**src/rtl/macc_job_sched.sv**
```systemverilog
// Round-robin job scheduler sharing one pipelined MAC among NREQ requesters.
// Define MACC_SCHED_TIMEOUT_EN to abort jobs whose operand stream stalls for TMO cycles.
module macc_job_sched #(
  parameter int unsigned NREQ    = 2,
  parameter int unsigned SIZEIN  = 16,
  parameter int unsigned SIZEOUT = 40,
  parameter int unsigned LENW    = 8,
  parameter int unsigned TMO     = 64,
  localparam int unsigned IDW    = (NREQ > 1) ? $clog2(NREQ) : 1
) (
  input  logic                     clk,
  input  logic                     rst_n,
  input  logic [NREQ-1:0]          req_valid,
  input  logic [NREQ*LENW-1:0]     req_len,
  output logic [NREQ-1:0]          req_ready,
  input  logic [NREQ-1:0]          op_valid,
  input  logic [NREQ*SIZEIN-1:0]   op_a,
  input  logic [NREQ*SIZEIN-1:0]   op_b,
  output logic [NREQ-1:0]          op_ready,
  output logic                     mac_ce,
  output logic                     mac_sload,
  output logic [SIZEIN-1:0]        mac_a,
  output logic [SIZEIN-1:0]        mac_b,
  input  logic [SIZEOUT-1:0]       mac_acc,
  output logic                     res_valid,
  output logic [IDW-1:0]           res_id,
  output logic [SIZEOUT-1:0]       res_data,
  output logic                     res_err
);

  typedef enum logic [2:0] {S_IDLE, S_STREAM, S_DRAIN, S_CAPTURE, S_RESULT} state_t;

  state_t             state, state_nx;
  logic [IDW-1:0]     gnt, gnt_nx;
  logic [IDW-1:0]     rr_ptr, rr_ptr_nx;
  logic [LENW-1:0]    cnt, cnt_nx;
  logic [1:0]         seen, seen_nx;
  logic               drn, drn_nx;
  logic               res_valid_nx;
  logic [IDW-1:0]     res_id_nx;
  logic [SIZEOUT-1:0] res_data_nx;
  logic               found;
  logic [IDW-1:0]     pick;
  logic [31:0]        rr_idx;
  logic               abort;

  // First valid requester at or after rr_ptr, wrapping.
  always_comb begin
    found  = 1'b0;
    pick   = '0;
    rr_idx = '0;
    for (int unsigned k = 0; k < NREQ; k++) begin
      rr_idx = (32'(rr_ptr) + 32'(k)) % 32'(NREQ);
      if (!found && req_valid[IDW'(rr_idx)]) begin
        found = 1'b1;
        pick  = IDW'(rr_idx);
      end
    end
  end

  always_ff @(posedge clk or negedge rst_n) begin
    if (!rst_n) begin
      state     <= S_IDLE;
      gnt       <= '0;
      rr_ptr    <= '0;
      cnt       <= '0;
      seen      <= '0;
      drn       <= 1'b0;
      res_valid <= 1'b0;
      res_id    <= '0;
      res_data  <= '0;
    end else begin
      state     <= state_nx;
      gnt       <= gnt_nx;
      rr_ptr    <= rr_ptr_nx;
      cnt       <= cnt_nx;
      seen      <= seen_nx;
      drn       <= drn_nx;
      res_valid <= res_valid_nx;
      res_id    <= res_id_nx;
      res_data  <= res_data_nx;
    end
  end

  always_comb begin
    state_nx     = state;
    gnt_nx       = gnt;
    rr_ptr_nx    = rr_ptr;
    cnt_nx       = cnt;
    seen_nx      = seen;
    drn_nx       = drn;
    res_valid_nx = 1'b0;
    res_id_nx    = res_id;
    res_data_nx  = res_data;
    req_ready    = '0;
    op_ready     = '0;
    mac_ce       = 1'b0;
    mac_sload    = 1'b0;
    mac_a        = '0;
    mac_b        = '0;

    unique case (state)
      S_IDLE: begin
        if (found) begin
          req_ready[pick] = 1'b1;
          gnt_nx    = pick;
          cnt_nx    = req_len[pick*LENW +: LENW];
          rr_ptr_nx = (pick == IDW'(NREQ - 1)) ? '0 : pick + 1'b1;
          seen_nx   = '0;
          drn_nx    = 1'b0;
          if (req_len[pick*LENW +: LENW] == '0) begin
            state_nx    = S_RESULT;
            res_id_nx   = pick;
            res_data_nx = '0;
          end else begin
            state_nx = S_STREAM;
          end
        end
      end
      S_STREAM: begin
        op_ready[gnt] = 1'b1;
        if (op_valid[gnt]) begin
          mac_ce = 1'b1;
          mac_a  = op_a[gnt*SIZEIN +: SIZEIN];
          mac_b  = op_b[gnt*SIZEIN +: SIZEIN];
          cnt_nx = cnt - 1'b1;
          if (cnt == LENW'(1)) state_nx = S_DRAIN;
        end else if (abort) begin
          state_nx    = S_RESULT;
          res_id_nx   = gnt;
          res_data_nx = '0;
        end
      end
      S_DRAIN: begin
        mac_ce = 1'b1;
        drn_nx = 1'b1;
        if (drn) state_nx = S_CAPTURE;
      end
      S_CAPTURE: begin
        res_data_nx = mac_acc;
        res_id_nx   = gnt;
        state_nx    = S_RESULT;
      end
      S_RESULT: state_nx = S_IDLE;
      default:  state_nx = S_IDLE;
    endcase

    // sload on the second ce beat clears stale feedback as the first product reaches the adder.
    if (mac_ce) begin
      mac_sload = (seen == 2'd1);
      seen_nx   = (seen == 2'd2) ? seen : seen + 2'd1;
    end

    res_valid_nx = (state_nx == S_RESULT);
  end

`ifdef MACC_SCHED_TIMEOUT_EN
  localparam int unsigned STW = $clog2(TMO + 1);
  logic [STW-1:0] stall;

  // Consecutive gap cycles in STREAM; any beat or leaving STREAM restarts the count.
  always_ff @(posedge clk or negedge rst_n) begin
    if (!rst_n)                               stall <= '0;
    else if (state != S_STREAM || op_valid[gnt]) stall <= '0;
    else                                      stall <= stall + 1'b1;
  end

  assign abort = (state == S_STREAM) && !op_valid[gnt] && (stall == STW'(TMO - 1));

  always_ff @(posedge clk or negedge rst_n) begin
    if (!rst_n)                    res_err <= 1'b0;
    else if (state_nx == S_RESULT) res_err <= abort;
  end
`else
  logic unused_tmo;
  assign abort      = 1'b0;
  assign res_err    = 1'b0;
  assign unused_tmo = ^32'(TMO);
`endif

endmodule

```
**config.mk**
```make
export PLATFORM = sky130hd
export DESIGN_NAME = macc_job_sched
export DESIGN_NICKNAME = d
export VERILOG_FILES = /design/src/rtl/macc_job_sched.sv
export SDC_FILE = /design/constraint.sdc
export NUM_CORES = 1
export LEC_CHECK = 0
export ABC_AREA = 0
export CORE_MARGIN = 3
export CORE_UTILIZATION = 37
export CTS_CLUSTER_DIAMETER = 60
export DETAILED_ROUTE_END_ITERATION = 10
export GPL_TIMING_DRIVEN = 0
export PLACE_DENSITY_LB_ADDON = 0.05
export SYNTH_ARGS = -nofsm -noshare
export SYNTH_HDL_FRONTEND = slang
export SYNTH_SLANG_ARGS = --single-unit
```
**constraint.sdc**
```tcl
create_clock -name clk -period 2.3 [get_ports clk]
set_clock_uncertainty 0.1 [all_clocks]
set_input_delay 0.345 -clock clk [delete_from_list [all_inputs] [get_ports clk]]
set_output_delay 0.345 -clock clk [all_outputs]
set_load 0.005 [all_outputs]
```
After elaboration in Yosys (flattened, before gate mapping)
Cells that the tools add are included.

$add $sub $neg: 4. Reduce and logical (&&, ||, !) cells: 16. Mux-type cells: 46. $lt $le $gt $ge: 6. Equality and inequality tests: 11. Shift-type cells: 3.

Operators by type and width (count): $mux 40 (2); $pmux 40 s2 (1); $mux 16 (4); $shiftx 32x6->16 (2); $mux 1 (18); $mux 8 (2); $pmux 8 s2 (1); $shiftx 16x5->8 (1); $mux 3 (5); $mux 2 (7); $pmux 3 s4 (1); $reduce_bool 2->1 (5); $reduce_and 3->1 (3); $eq 8x1->1 const B (1); $logic_not 8->1 (1); $lt 1x2->1 const B (4); $ne 2x2->1 const B (4); $sub 8x1->8 const B (1); $eq 3x2->1 const B (2); $pmux 1 s2 (3); $reduce_and 2->1 (2); $eq 3x1->1 const B (1); $eq 3x3->1 const B (1); $logic_and 1x1->1 (3); other kinds (8) (11).

Register bits: 58. Input port bits: 126. Output and inout port bits: 81. Word-level logic and storage cells: 95.

Depth between registers and ports, before layout
Gate-level depths: netlist of run 1.

Word-level depth: 12. Depth in mapped cells: 8. Depth with buffers taken out: 6.

Worst setup path before layout of run 1
OpenSTA, ideal clock, no wires.

Kind: register to output. Start point: register gnt. End point: output port mac_sload. Stages on the path, launching flop included: 6. Path buffers: 1. Data required time: 1.855 ns. Arrival: 1.348 ns. Slack: 0.507 ns. Cell sequence: dfrtp_1 buf_4 mux2i_1 or3b_1 a21oi_1 and2_1.

Word-level cells in the longest chain between the ends: 5.

Ends and longest elaborated chain: from (decl) (line 34) `logic [IDW-1:0] gnt, gnt_nx;`; from (signal assigned) (line 74) `gnt <= gnt_nx;`; $mux 1 (implied by the code) (2 in series) (line 122) `if (op_valid[gnt]) begin`; $mux 1 (line 122); $pmux 1 s2 (line 102) `unique case (state)`; via mac_ce (line 20) `output logic mac_ce,`; $mux 1 (line 149) `if (mac_ce) begin`; to (decl) (line 21) `output logic mac_sload,`.

The timed path passes the listed nets, and every way through them passes these cells. The select of a mux whose other input is x is not followed.

Worst setup path in the final report of run 1
Start point: register gnt. End point: output port mac_sload.

Word-level cells in the longest chain between the ends: 5.

Ends and longest elaborated chain (line): $mux 1 (implied by the code) (2 in series) (122); $mux 1 (122); $pmux 1 s2 (102); $mux 1 (149).

No other way between the ends. The select of a mux whose other input is x is not followed.

==> impl_metrics.csv, run 1 <==
group,metric,value,unit
setup_path,crit_type,"reg -> out",
setup_path,crit_path_end_kind,"output pin",
clock_tree,clkSlewWorstSetupHoldPaths,0.07,ns
logic_synthesis,synth.area.top_cells,"dfrtp_1, mux2i_1, nand2_1, o21ai_0, nor2_1",
global_routing,grt_pass1_wl,17.7,mm
timing,layout_worst_path_cycle_share,0.959,
logic_synthesis,yosysSeqAreaShare,0.448,
floorplanning,initial_core_util,0.388,
logic_synthesis,synth_edf_count,0,
placed_design,port_buffers,205,
drt,drcViolationCount,0,
setup_path,crit_arrival,1.76,ns
drt,vias,3501,
placed_design,placed_area,5440,sq um
clock_tree,cts_tree,"yes",
timing,finalHoldViolations,0,
logic_synthesis,ys_warn_count,0,
logic_synthesis,synthArstFlopShare,1.00,
final_layout,postLayoutCellArea,5730,sq um
setup_path,crit_fanout,3,
clock_tree,cts_sinks,58,
logic_synthesis,synth_top_family_by_area,"simple AND/OR/NAND/NOR gates",
timing,slew-limit-headroom,0.591,
logic_synthesis,synth.area.mux_share,0.138,
drt,wl,11.1,mm
global_routing,track_usage,0.223,
final_layout,fillers,682,
timing,fmax,0.454,GHz
logic_synthesis,yosys.area.top_type,"dfrtp_1",
logic_synthesis,synth_cell_types,42,
clock_tree,cts_root_buffer,"clkbuf_8",
placed_design,dp_hpwl,8.76,mm
setup_path,required,1.86,ns
final_layout,syn2layout_area_growth,77.0,%
logic_synthesis,syn-num-nets,512,
floorplanning,ioPinCount,207,
drt,drtIter0Drc,149,
global_routing,grt_overflow_total,0,
logic_synthesis,synth_xor_area_frac,0,
logic_synthesis,synth_top_area_frac,0.448,
final_layout,drive_gt1_frac,0.130,
power_and_ir_drop,powerDensity,943,nW/um^2
logic_synthesis,synth-compound-area-share,0.131,
placed_design,gp_congestion,0.849,
final_layout,fin_util,0.688,
floorplanning,core,8340,sq um
power_and_ir_drop,power.leakage,2.58,nW
drt,viasPerCell,4.90,
floorplanning,dieArea,9910,sq um
final_layout,nets,735,
timing,tightest_slew,0.608,ns
clock_tree,clock_path_buffers,2,
timing,period_needed,2.20,ns
logic_synthesis,syn_inst,382,
hold_path,hold_path_class,"reg -> reg",
clock_tree,clk_latency,0.33,ns
floorplanning,rows,33,
final_layout,antennaDiodeCount,0,
logic_synthesis,synthFlopType,"dfrtp_1",
drt,ant_nets,0,
logic_synthesis,synthSimpleGateAreaFrac,0.223,
clock_tree,cts_made_buffers,9,
global_routing,antenna_found_initial,0,
power_and_ir_drop,peakVddDrop,596,uV
job,drv_cap,0,
logic_synthesis,synthAdderAreaFrac,0.0154,
setup_path,regToRegSetupSlack,0.43,ns
clock_tree,cts_max_level,3,
global_routing,grt_max_degree,42,
setup_path,crit_path_start_kind,"register",
floorplanning,die_h,99.6,microns
logic_synthesis,synth_area,3240,sq um
floorplanning,die-width,99.6,microns
global_routing,grt_pass1_vias,3537,
drt,drt_first_pass_iters,4,
timing,setup_viol,0,
logic_synthesis,avgSynthCellArea,8.48,sq um
logic_synthesis,synth-seq-cells,58,
timing,slew_violations,0,
timing,rsz0062_at_grt,"true",
run_status,outcome,"completed",
drt,wl_per_cell,15.5,microns
==> layout make-up <==
class	instances	area, sq um	share of cell area
timing repair buffer	218	2090	0.365
multi-input combinational	290	1710	0.298
sequential	58	1460	0.254
buffer	22	131	0.0229
tap	105	131	0.0229
clock buffer	9	124	0.0216
clock inverter	7	68.8	0.0120
inverter	6	22.5	0.00393
==> routing by layer <==
metal / wire, microns / global-route usage / up-vias
li1: - / - / 1732
met1: 4610 / 0.269 / 1611
met2: 5600 / 0.395 / 150
met3: 790 / 0.0568 / 8
met4: 96 / 0.0588 / 0
met5: 0 / 0 / -
==> per-stage QoR <==
| step | setup TNS (ns) | hold slack (ns) | setup slack, ns | cells | total power [W] |
|---|---|---|---|---|---|
| final | 0 | 0.383 | 0.0950 | 715 | 0.00541 |
| after global routing | -0.0223 | 0.425 | -0.0166 | 715 | 0.00581 |
| after CTS | -0.00736 | 0.377 | -0.00736 | 714 | 0.00545 |
| after detailed placement | -25.19 | 0.206 | -0.505 | 693 | 0.00450 |
| after global placement | -84.41 | 0.360 | -1.01 | 692 | 0.00444 |
| after floorplan | 0 | -0.0506 | 0.507 | 382 | 0.00291 |
==> cell usage in the layout, fill, tap and decap left out, types with 4 or more instances in the layout <==
| cell | n |
|---|---|
| clkdlybuf4s50_1 | 167 |
| nand2_1 | 95 |
| dfrtp_1 | 54 |
| o21ai_0 | 48 |
| mux2i_1 | 38 |
| nor2_1 | 34 |
| dlygate4sd2_1 | 21 |
| clkbuf_2 | 13 |
| clkbuf_8 | 11 |
| buf_4 | 11 |
| clkbuf_1 | 9 |
| a21oi_1 | 9 |
| inv_1 | 6 |
| buf_2 | 6 |
| nor4_1 | 4 |
| nor2_2 | 4 |
| mux2_2 | 4 |
| ha_1 | 4 |
| dfrtp_2 | 4 |
==> power breakdown <==
group	leakage, nW	internal [W]	switching, W
Combinational	1.87	0.00162	0.00115
Clock	0.0954	0.000497	0.000421
Sequential	0.620	0.00143	0.000293
==> worst max-delay path, cell delays in order, from the launching register on <==
cell and delay, ns:
dfrtp_2 0.44, mux2i_4 0.21, or3b_1 0.37, a21oi_2 0.17
and2_1 0.13, buf_2 0.12
==> cells by family after synthesis <==
kind of cell             Yosys count
AO/OA/AOI/OAI                     76
multiplexers                      44
buffers and inverters             34
other                              1
flip-flops                        58
AND/OR/NAND/NOR                  165
adder cells (fa/ha/maj)            4
==> worst paths after layout <==
kind	startpoint	endpoint	cells past startpoint
max	gnt	mac_sload	5
min	drn	drn	1
max reg2reg	cnt[2]	cnt[7]	5
min reg2reg	drn	drn	1
max in group asynchronous	rst_n	state[2]	3
min in group asynchronous	rst_n	cnt[7]	2
==> what timing repair did <==
action	in CTS	in global routing
buffers inserted	6	5
hold buffers	1	0
endpoints found under the setup margin	39	74
gates cloned	0	0
gates resized for setup	75	37
pin swaps	5	4
endpoints found under the hold margin	17	0
==> cells in the mapped netlist (all sizes together), types with 3 or more instances <==
cell type,count
dfrtp,58
o21ai,51
nor3,3
mux2i,40
or2,3
o211ai,3
ha,4
and2,3
clkbuf,18
a21oi,10
nand2b,3
nand3b,3
mux2,4
buf,10
inv,6
nor4,6
nand2,95
nor2,39
==> flip-flops by register name (all words and copies together) (netlist names) <==
name / flops
rr_ptr: 1
state: 3
res_data: 40
seen: 2
cnt: 8
drn: 1
res_id: 1
gnt: 1
res_valid: 1
No activity file was read; power rests on OpenSTA's default activity.
==> run 2, diff against run 1 <==
- GPL_TIMING_DRIVEN: 0 -> default
- SLEW_MARGIN: default -> 20
==> impl_metrics.csv, run 2 (synthesis results as in run 1) <==
group,metric,value,unit
setup_path,required,1.86,ns
global_routing,grt_pass1_wl,18.2,mm
job,drv_cap,0,
floorplanning,die-width,99.6,microns
drt,route.met3.wl,1.00,mm
setup_path,crit_arrival,1.79,ns
timing,slew_violations,0,
power_and_ir_drop,peakVddDrop,626,uV
timing,fmax,0.448,GHz
timing,period_needed,2.23,ns
final_layout,instances_no_fill,707,
timing,finalHoldViolations,0,
drt,highest_layer,"met4",
drt,vias,3529,
floorplanning,dieArea,9910,sq um
clock_tree,cts_sinks,58,
clock_tree,clkSlewWorstSetupHoldPaths,0.07,ns
final_layout,regMostFlops,"res_data",
timing,layout_worst_path_cycle_share,0.971,
clock_tree,cts_tree,"yes",
clock_tree,cts_made_buffers,9,
floorplanning,initial_core_util,0.388,
setup_path,crit_fanout,16,
floorplanning,ioPinCount,207,
floorplanning,core,8340,sq um
clock_tree,clock_path_buffers,2,
final_layout,final_cell_mix,"clkdlybuf4s50_1, nand2_1, dfrtp_1",
global_routing,track_usage,0.228,
final_layout,antennaDiodeCount,0,
placed_design,gp_congestion,0.819,
global_routing,antenna_found_initial,0,
global_routing,grt_overflow_total,0,
clock_tree,clk_latency,0.33,ns
power_and_ir_drop,powerDensity,959,nW/um^2
final_layout,final_common_cell,"clkdlybuf4s50_1",
placed_design,dp_hpwl,8.57,mm
setup_path,crit_family,"buffers and inverters",
drt,viasPerCell,4.99,
timing,slew-limit-headroom,0.550,
placed_design,port_buffers,205,
floorplanning,die_h,99.6,microns
drt,wl_per_cell,16.4,microns
timing,fin_tns_setup,0,ns
setup_path,worstRegToRegCells,7,
final_layout,syn2layout_area_growth,81.2,%
power_and_ir_drop,total_power,0.00563,W
setup_path,crit_type,"reg -> out",
floorplanning,rows,33,
drt,wl_met1,4.58,mm
setup_path,max_stage_delay,0.44,ns
hold_path,hold_path_class,"in -> async",
clock_tree,cts_max_level,3,
setup_path,path_buf_inv,3,
final_layout,reg.largest.list,"res_data x40, cnt x8, state x3",
final_layout,largest_reg_flops,40,
timing,rsz0062_at_grt,"true",
setup_path,crit_chain,"mux2i_4, nand2b_4, buf_4, clkbuf_16, nor2_1, dlygate4sd2_1",
drt,wl,11.6,mm
drt,drtIter0Drc,186,
setup_path,crit_cells,6,
drt,drt_first_pass_iters,4,
power_and_ir_drop,power.leakage,2.94,nW
drt,drcViolationCount,0,
global_routing,grt_max_degree,43,
timing,tightest_slew,0.669,ns
final_layout,drive_gt1_frac,0.110,
final_layout,nets,727,
drt,route.met2.wl,5.83,mm
setup_path,slowest_stage,"dfrtp_2",
placed_design,dp_cells,681,
setup_path,crit_path_start_kind,"register",
clock_tree,cts_root_buffer,"clkbuf_8",
run_status,outcome,"completed",
drt,ant_nets,0,
global_routing,grt_pass1_vias,3556,
setup_path,crit_path_end_kind,"output pin",
timing,setup_viol,0,
==> run 2: metrics by stage <==
stage	hold WS (ns)	util	cell area [sq um]	setup slack [ns]
finish	0.380	0.704	5870	0.0662
global placement	0.187	0.655	5460	-0.363
floorplan	-0.0506	-	3240	0.507
global route	0.411	0.704	5870	-0.0452
CTS	0.367	0.685	5710	-0.0771
detailed placement	0.188	0.655	5460	-0.329
==> run 2: layer usage <==
metal | vias up | track usage
li1 | 1718 | -
met1 | 1641 | 0.269
met2 | 155 | 0.390
met3 | 15 | 0.0820
met4 | 0 | 0.0704
met5 | - | 0
==> run 2: layout make-up <==
| type | instances | area (sq um) |
|---|---|---|
| well taps | 105 | 131 |
| clock buffers | 11 | 141 |
| flip-flops and latches | 58 | 1460 |
| multi-input cells | 290 | 1690 |
| inverters | 6 | 22.5 |
| repair buffers | 232 | 2350 |
| clock inverters | 5 | 77.6 |
| fillers | 664 | 2470 |
==> run 2: final timing paths <==
kind / from / end / slack [ns]
setup / recovery: gnt / mac_a[15] / 0.07
hold / removal: rst_n / cnt[2] / 0.38
setup reg to reg: state[1] / res_data[11] / 0.35
hold reg to reg: drn / drn / 0.39
max in group asynchronous: rst_n / state[2] / 1.16
min in group clk: drn / drn / 0.39
==> run 2: where the power goes <==
part           switching (W)  internal, W
Combinational        0.00119      0.00171
Clock               0.000399     0.000636
Sequential          0.000273      0.00143
Total                0.00186      0.00377
==> run 2: what timing repair did <==
item / 4_1_cts / 5_1_grt
setup endpoints to repair: 38 / 30
hold buffers: 1 / 0
gates resized for setup: 20 / 47
cloned: 0 / 1
hold endpoints to repair: 13 / 0
setup buffers: 1 / 7
pin swaps: 4 / 4
